**src/rtl/counter_scheduler_4bit.sv**
```systemverilog
// Two-requester round-robin scheduler sharing one up-counter (IDLE -> RUN -> DONE).
// Optional requester abort during RUN is enabled by defining SCHED_ABORT_EN.
module counter_scheduler_4bit #(
    parameter int W = 4
) (
    input  logic         clk,
    input  logic         clear,
    input  logic [1:0]   req,
    input  logic [W-1:0] len0,
    input  logic [W-1:0] len1,
    output logic [1:0]   grant,
    output logic [W-1:0] q,
    output logic         busy,
    output logic [1:0]   done
);
    typedef enum logic [1:0] {IDLE, RUN, DONE} state_t;

    state_t       state_reg, state_next;
    logic         owner_reg;
    logic         last_reg;
    logic [W-1:0] q_reg;
    logic [W-1:0] target_reg;
    logic         winner;
    logic         abort;

    // Tie goes to the requester that was not granted most recently.
    assign winner = (req == 2'b11) ? ~last_reg : req[1];

`ifdef SCHED_ABORT_EN
    assign abort = ~req[owner_reg];
`else
    assign abort = 1'b0;
`endif

    always_ff @(posedge clk) begin
        if (clear) begin
            state_reg  <= IDLE;
            owner_reg  <= 1'b0;
            last_reg   <= 1'b1;
            q_reg      <= '0;
            target_reg <= '0;
        end else begin
            state_reg <= state_next;
            case (state_reg)
                IDLE: begin
                    if (|req) begin
                        owner_reg  <= winner;
                        last_reg   <= winner;
                        target_reg <= winner ? len1 : len0;
                        q_reg      <= '0;
                    end
                end
                RUN: begin
                    if (abort)
                        q_reg <= '0;
                    else if (q_reg != target_reg)
                        q_reg <= q_reg + 1'b1;
                end
                DONE:    q_reg <= '0;
                default: q_reg <= '0;
            endcase
        end
    end

    always_comb begin
        state_next = state_reg;
        case (state_reg)
            IDLE: if (|req) state_next = RUN;
            RUN: begin
                if (abort)
                    state_next = IDLE;
                else if (q_reg == target_reg)
                    state_next = DONE;
            end
            DONE:    state_next = IDLE;
            default: state_next = IDLE;
        endcase
    end

    logic in_done;

    always_comb begin
        busy    = (state_reg != IDLE);
        in_done = (state_reg == DONE);
        q       = q_reg;
    end

    // One-hot decode of the owner; only one bit can ever be set.
    generate
        for (genvar gi = 0; gi < 2; gi++) begin : g_onehot
            assign grant[gi] = busy    && (owner_reg == 1'(gi));
            assign done[gi]  = in_done && (owner_reg == 1'(gi));
        end
    endgenerate
endmodule

```
**config.mk**
```make
export PLATFORM = sky130hd
export DESIGN_NAME = counter_scheduler_4bit
export DESIGN_NICKNAME = d
export VERILOG_FILES = /design/src/rtl/counter_scheduler_4bit.sv
export SDC_FILE = /design/constraint.sdc
export NUM_CORES = 1
export LEC_CHECK = 0
export BUFFER_PORTS_ARGS = -buffer_cell sky130_fd_sc_hd__buf_2
export CORE_MARGIN = 3
export CORE_UTILIZATION = 47
export DETAILED_ROUTE_END_ITERATION = 8
export GPL_TIMING_DRIVEN = 1
export PLACE_DENSITY = 0.82
export SLEW_MARGIN = 25
export SYNTH_ARGS = -nofsm -noshare
export SYNTH_HDL_FRONTEND = slang
export SYNTH_SLANG_ARGS = --single-unit
```
**constraint.sdc**
```tcl
create_clock -name clk -period 2 [get_ports clk]
set_clock_uncertainty 0.1 [all_clocks]
set_input_delay 0.4 -clock clk [delete_from_list [all_inputs] [get_ports clk]]
set_output_delay 0.4 -clock clk [all_outputs]
set_load 0.005 [all_outputs]
```
==> results of run 1 <==
## cells in the mapped netlist, types with 2 or more instances
| master | number |
|---|---|
| a211oi_1 | 4 |
| dfxtp_1 | 12 |
| xnor2_1 | 4 |
| nor2_1 | 8 |
| nand2_1 | 6 |
| mux2i_1 | 4 |
| nor3b_1 | 2 |
| a21oi_1 | 4 |
## cell usage in the layout, fill, tap and decap left out
cell type,n
nand4_2,1
inv_2,1
clkbuf_8,1
a22oi_1,1
xnor2_1,4
mux2_2,1
nor2_1,8
a22o_1,1
clkbuf_4,3
a21boi_4,1
and2_4,1
nor2_4,1
a41o_1,1
nand2_1,6
and3b_1,1
buf_2,20
nor4_2,1
and2_1,1
nor2_2,1
o21ai_1,1
a21oi_1,4
nor3b_1,2
dfxtp_1,12
nand3b_1,1
a211oi_1,4
and3_1,1
or3b_1,1
o21bai_1,1
a211o_1,1
nand3_1,1
nor3_1,1
ha_1,1
mux2i_1,4
## power by group through the flow
stage / Clock (mW) / Sequential, mW / Combinational (mW)
4_1_cts: 0.193 / 0.293 / 0.165
6_report: 0.194 / 0.293 / 0.163
2_1_floorplan: 0 / 0.293 / 0.121
3_3_place_gp: 0 / 0.296 / 0.159
3_5_place_dp: 0 / 0.299 / 0.164
5_1_grt: 0.203 / 0.297 / 0.186
## metal layers
layer / global-route usage / up-vias / wire (um)
met2: 0.243 / 18 / 570
met1: 0.189 / 256 / 545
met4: 0.0745 / 0 / 30
met3: 0.0254 / 5 / 80
li1: - / 291 / -
met5: 0 / - / 0
## per-stage QoR
step                power [mW]  instance area, um2  std cells  utilization  hold WS [ps]
finish                   0.650                 779        104        0.657           314
global route             0.687                 779        104        0.657           350
CTS                      0.651                 779        104        0.657           312
detailed placement       0.463                 743        100        0.627           399
global placement         0.455                 743        100        0.627           391
floorplan                0.414                 637         67            -           365
## area by class of cell
type	count	share of cell area
multi-input combinational	53	0.490
sequential	12	0.308
timing repair buffer	20	0.128
clock buffer	4	0.0465
tap	14	0.0225
inverter	1	0.00482
## cell families after synthesis
group                    Yosys count  share of synthesized area
AND/OR/NAND/NOR                   28                      0.261
adder cells (fa/ha/maj)            1                     0.0196
AO/OA/AOI/OAI                     15                      0.183
multiplexers                       5                     0.0806
buffers and inverters              2                     0.0236
flip-flops                        12                      0.377
XOR/XNOR                           4                     0.0550
## worst max-delay path, delay by kind of cell (launching register included)
family | cells | cell delay [ps]
buffers and inverters | 2 | 200
DFF | 1 | 360
and+or+nand+nor | 2 | 330
## path summary, 6_finish.rpt
path | from | to | slack, ps | cells past startpoint
worst max register to register | q[0] | q[0] | 460 | 4
worst max-delay path | state_reg[1] | grant[1] | 340 | 4
worst min register to register | owner_reg | owner_reg | 400 | 2
worst min-delay path | clear | state_reg[0] | 310 | 2
==> results.txt, run 1 <==
outcome = finished clean
sequential fraction of the synthesis area = 0.377
Final nets = 104
post-synth top area share = 0.377
PwrDens = 834 mW/mm2
hold_buf cts = 0
clock buffer count from CTS = 3
relative slew slack = 0.751
EDFF count, synth = 0
std cell rows = 12
number of setup buffers added after CTS = 0
CP Launch Type = flip-flop
slowest CP cell = dfxtp_1
area of the multi-input gates = 382 um2
WL/cell = 11.8 um
Layout area overhead = 22.4%
Die Ht = 42.8 um
# DRC = 0
CTS root buffer = clkbuf_4
Ys Warns = 0
Die X = 42.8 um
max cap viols = 0
filler cell count = 102
Total Wirelength = 1230 um
antenna violations before repair = 0
Final period util = 0.832
Final Hold Vio Count = 0
critical path class = reg2out
first-pass GRT wire length = 2130 um
crit-path cells = nor2_2, inv_2, and2_1, buf_2
syn avg cell area = 9.51 um2
# diodes = 0
mapped cell area = 637 um2
Switching Share = 0.304
Syn Nets = 80
largest stage delay on the critical path = 360 ps
Post-DRT Antenna Nets = 0
vias in the first global route = 523
worst path required time = 1500 ps
clock power share = 0.298
crit-path max FO = 6
f_max = 601 MHz
post-layout minimum cycle time = 1660 ps
Netlist cell types = 31
critical path data arrival time = 1160 ps
Slew Limit Fails = 0
Yosys reg bits = 12
Starting Density = 0.537
Sequential Area = 240 um2
clock-pin transition on the worst setup and hold timing paths = 80 ps
Most used DFF post-synth = dfxtp_1
asr flop ratio synth = 0
Total Neg Setup Slack = 0 ps
gr usage total = 0.150
largest net degree at the start of global routing = 11
setup ws final = 336 ps
final setup vio count = 0
RSZ-0062 raised after global routing = false
Crit. End Element = primary output
Synth area leaders = dfxtp_1 38%, mux2i_1 6.3%, xnor2_1 5.5%
CORE AREA = 0.00119 mm2
CTS Buffer Depth = 2
Slew @ Worst Pin = 372 ps
Final Wtd Congestion = 0.774
Pleak = 0.364 nW
CTS Sinks = 12
Mapped Cells = 67
DR vias = 570
CTS H-tree depth = 1
largest area contributor in the netlist = dfxtp_1
Clk Latency, worst-skew pair = 270 ps
CTS tree = yes
power share of the combinational group = 0.251
GR Overflow Total = 0
DRT iter0 DRCs = 16
Seq pwr share = 0.451
maximum vdd drop = 395 uV
Int Pwr = 0.453 mW
io pins = 21
share of cells above drive strength 1 = 0.356
via density per instance = 5.48
port bufs = 20
DP HPWL = 969 um
Hold Path Class = in2reg
Net Switching = 0.198 mW
Place WS = 474 ps
post_cts resized = 0
DRT Pass-1 Iters = 2
DIE AREA = 0.00183 mm2
Note: power is estimated with default switching activity, not from simulation.
==> run 2: changes to the inputs <==
--- a/config.mk
+++ b/config.mk
@@ -7,10 +7,10 @@
 export LEC_CHECK = 0
 export BUFFER_PORTS_ARGS = -buffer_cell sky130_fd_sc_hd__buf_2
 export CORE_MARGIN = 3
-export CORE_UTILIZATION = 47
+export CORE_UTILIZATION = 42
 export DETAILED_ROUTE_END_ITERATION = 8
 export GPL_TIMING_DRIVEN = 1
-export PLACE_DENSITY = 0.82
+export PLACE_DENSITY = 0.78
 export SLEW_MARGIN = 25
 export SYNTH_ARGS = -nofsm -noshare
 export SYNTH_HDL_FRONTEND = slang
==> constraint.sdc (replaced) <==
create_clock -name clk -period 1.3 [get_ports clk]
set_clock_uncertainty 0.1 [all_clocks]
set_input_delay 0.26 -clock clk [delete_from_list [all_inputs] [get_ports clk]]
set_output_delay 0.26 -clock clk [all_outputs]
set_load 0.005 [all_outputs]
==> run 2 against run 1 <==
  * Flip-flop and latch count did not move
  * Critical path depth unchanged
  * Global-route usage grew 2.3 points
  * Routed wire length grew 26%
  * Combinational power rose to 2.6 times the previous value
  * Sequential power is 58% higher
  * Largest power group unchanged
  * Hold slack got worse by 190 ps
  * Critical endpoint unchanged
  * Clock power grew 26%
  * Sequential share of layout area fell by 4.2 points
  * The flow now finishes with violations (setup timing)
  * Non-clock buffer count is 10 higher
  * Via count increased by 8.8%
  * Core utilization grew 7.2 points
==> results.txt, run 2 (same netlist as run 1, synthesis figures left out) <==
failing checks = setup timing
CORE AREA = 0.00137 mm2 (+15%)
most common cell after layout, fill and taps aside = buf_2
critical path data arrival time = 1050 ps (-110 ps)
# DRC = 0 (unchanged)
via density per instance = 5.34 (-2.5%)
Sequential Area = 265 um2 (+10%)
Switching Share = 0.335 (+0.0315)
first-pass GRT wire length = 2420 um (+14%)
gr usage total = 0.173 (+0.0230)
Seq pwr share = 0.411 (-0.040)
Starting Density = 0.466 (-0.0708)
Non-Filler Instances = 116 (+12%)
Final nets = 115 (+11%)
WL/cell = 13.4 um (+13%)
clock buffer count from CTS = 3 (unchanged)
maximum vdd drop = 519 uV (+31%)
CTS H-tree depth = 1 (unchanged)
vias in the first global route = 569 (+8.8%)
most frequent cells in the layout = 20 x buf_2, 7 x nor2_1, 6 x nand2_1, 6 x buf_4, 6 x dfxtp_4
DP HPWL = 1170 um (+21%)
clock-pin transition on the worst setup and hold timing paths = 80 ps (about the same)
Post-DRT Antenna Nets = 0 (unchanged)
CTS Sinks = 12 (unchanged)
area of the multi-input gates = 492 um2 (+29%)
largest net degree at the start of global routing = 10 (-1)
io pins = 21 (unchanged)
Net Switching = 0.378 mW (+91%)
Final Hold Vio Count = 0 (unchanged)
Slew Limit Fails = 0 (unchanged)
Hold Path Class = in2reg
# diodes = 0 (unchanged)
power share of the combinational group = 0.372 (+0.121)
setup ws final = -111 ps (-447 ps)
CTS Buffer Depth = 2 (unchanged)
CP Launch Type = flip-flop
GR Overflow Total = 0 (unchanged)
CTS tree = yes
Layout area overhead = 56.4%
Slew @ Worst Pin = 312 ps (-60.0 ps)
max cap viols = 0 (unchanged)
Total Wirelength = 1550 um (+26%)
antenna violations before repair = 0 (unchanged)
clock power share = 0.217 (-0.081)
std cell rows = 13 (+1)
worst path required time = 940 ps (-560 ps)
Final Wtd Congestion = 0.776 (+0.19%)
post-layout minimum cycle time = 1410 ps
DIE AREA = 0.00202 mm2 (+10%)
Clk Latency, worst-skew pair = 280 ps (about the same)
Pleak = 0.444 nW (+22%)
filler cell count = 104 (+2.0%)
Crit. End Element = primary output
f_max = 709 MHz
port bufs = 20 (unchanged)
Die X = 44.9 um (+5.0%)
critical path class = reg2out
Core Util, Final = 0.729 (+0.0718)
DRT iter0 DRCs = 4 (-12)
DRT Pass-1 Iters = 2 (unchanged)
CTS root buffer = clkbuf_4
outcome = finished, violations left
Final period util = 1.09
DR vias = 620 (+8.8%)
Inst Count DP = 109 (+9.0%)
PwrDens = 1130 mW/mm2 (+35%)
hold_ws = 121 ps (-193 ps)
relative slew slack = 0.791 (+0.0398)
final setup vio count = 7 (+7)
RSZ-0062 raised after global routing = true
Die Ht = 44.9 um (+5.0%)
share of cells above drive strength 1 = 0.604 (+0.248)
Int Pwr = 0.748 mW (+65%)
crit-path max FO = 6 (unchanged)
==> run 2: what timing repair did <==
action / in CTS / in global routing
hold buffers: 0 / 0
buffers inserted: 1 / 1
endpoints found under the hold margin: 0 / 0
pin swaps: 8 / 4
cloned: 0 / 1
gates resized for setup: 8 / 16
endpoints found under the setup margin: 9 / 17
==> run 2: cell type report <==
| class | instances | area share |
|---|---|---|
| Multi-Input combinational cell | 54 | 0.494 |
| Sequential cell | 12 | 0.266 |
| Timing Repair Buffer | 30 | 0.191 |
| Clock buffer | 3 | 0.0226 |
| Tap cell | 15 | 0.0188 |
| Clock inverter | 1 | 0.00377 |
| Inverter | 1 | 0.00377 |
==> run 2: worst paths after layout <==
kind / slack, ps / startpoint / to / cells after the start
hold reg to reg: 430 / target_reg[1] / target_reg[1] / 2
hold / removal: 120 / clear / state_reg[0] / 2
setup reg to reg: -30 / state_reg[0] / q[2] / 4
setup / recovery: -110 / state_reg[1] / grant[1] / 4
==> run 2: layer usage <==
metal / GRT usage / routed length [um] / share of wire
met3: 0.0598 / 93 / 0.060
met5: 0 / 0 / 0
met4: 0.123 / 56 / 0.036
met2: 0.280 / 743 / 0.48
met1: 0.186 / 658 / 0.42
==> run 2: power by group through the flow <==
stage,Clock (mW),Sequential (mW),Combinational (mW)
6_report,0.244,0.463,0.419
5_1_grt,0.269,0.471,0.456
4_1_cts,0.259,0.460,0.337
3_5_place_dp,0,0.461,0.315
3_3_place_gp,0,0.456,0.307
2_1_floorplan,0,0.456,0.198
==> run 2: through the flow <==
step / instance area (um2) / power (mW) / setup WS (ps) / TNS (ps)
2_1_floorplan: 672 / 0.654 / 3.71 / 0
3_3_place_gp: 840 / 0.763 / -10.7 / -10.7
3_5_place_dp: 840 / 0.776 / -73.8 / -212
4_1_cts: 903 / 1.06 / -126 / -395
5_1_grt: 996 / 1.20 / -154 / -855
6_report: 996 / 1.13 / -111 / -297
==> run 2: worst max-delay path, stage by stage (launching register included) <==
cell     delay (ps)
dfxtp_4         370
nor2_4          110
inv_2            50
and2_1          120
buf_2           120
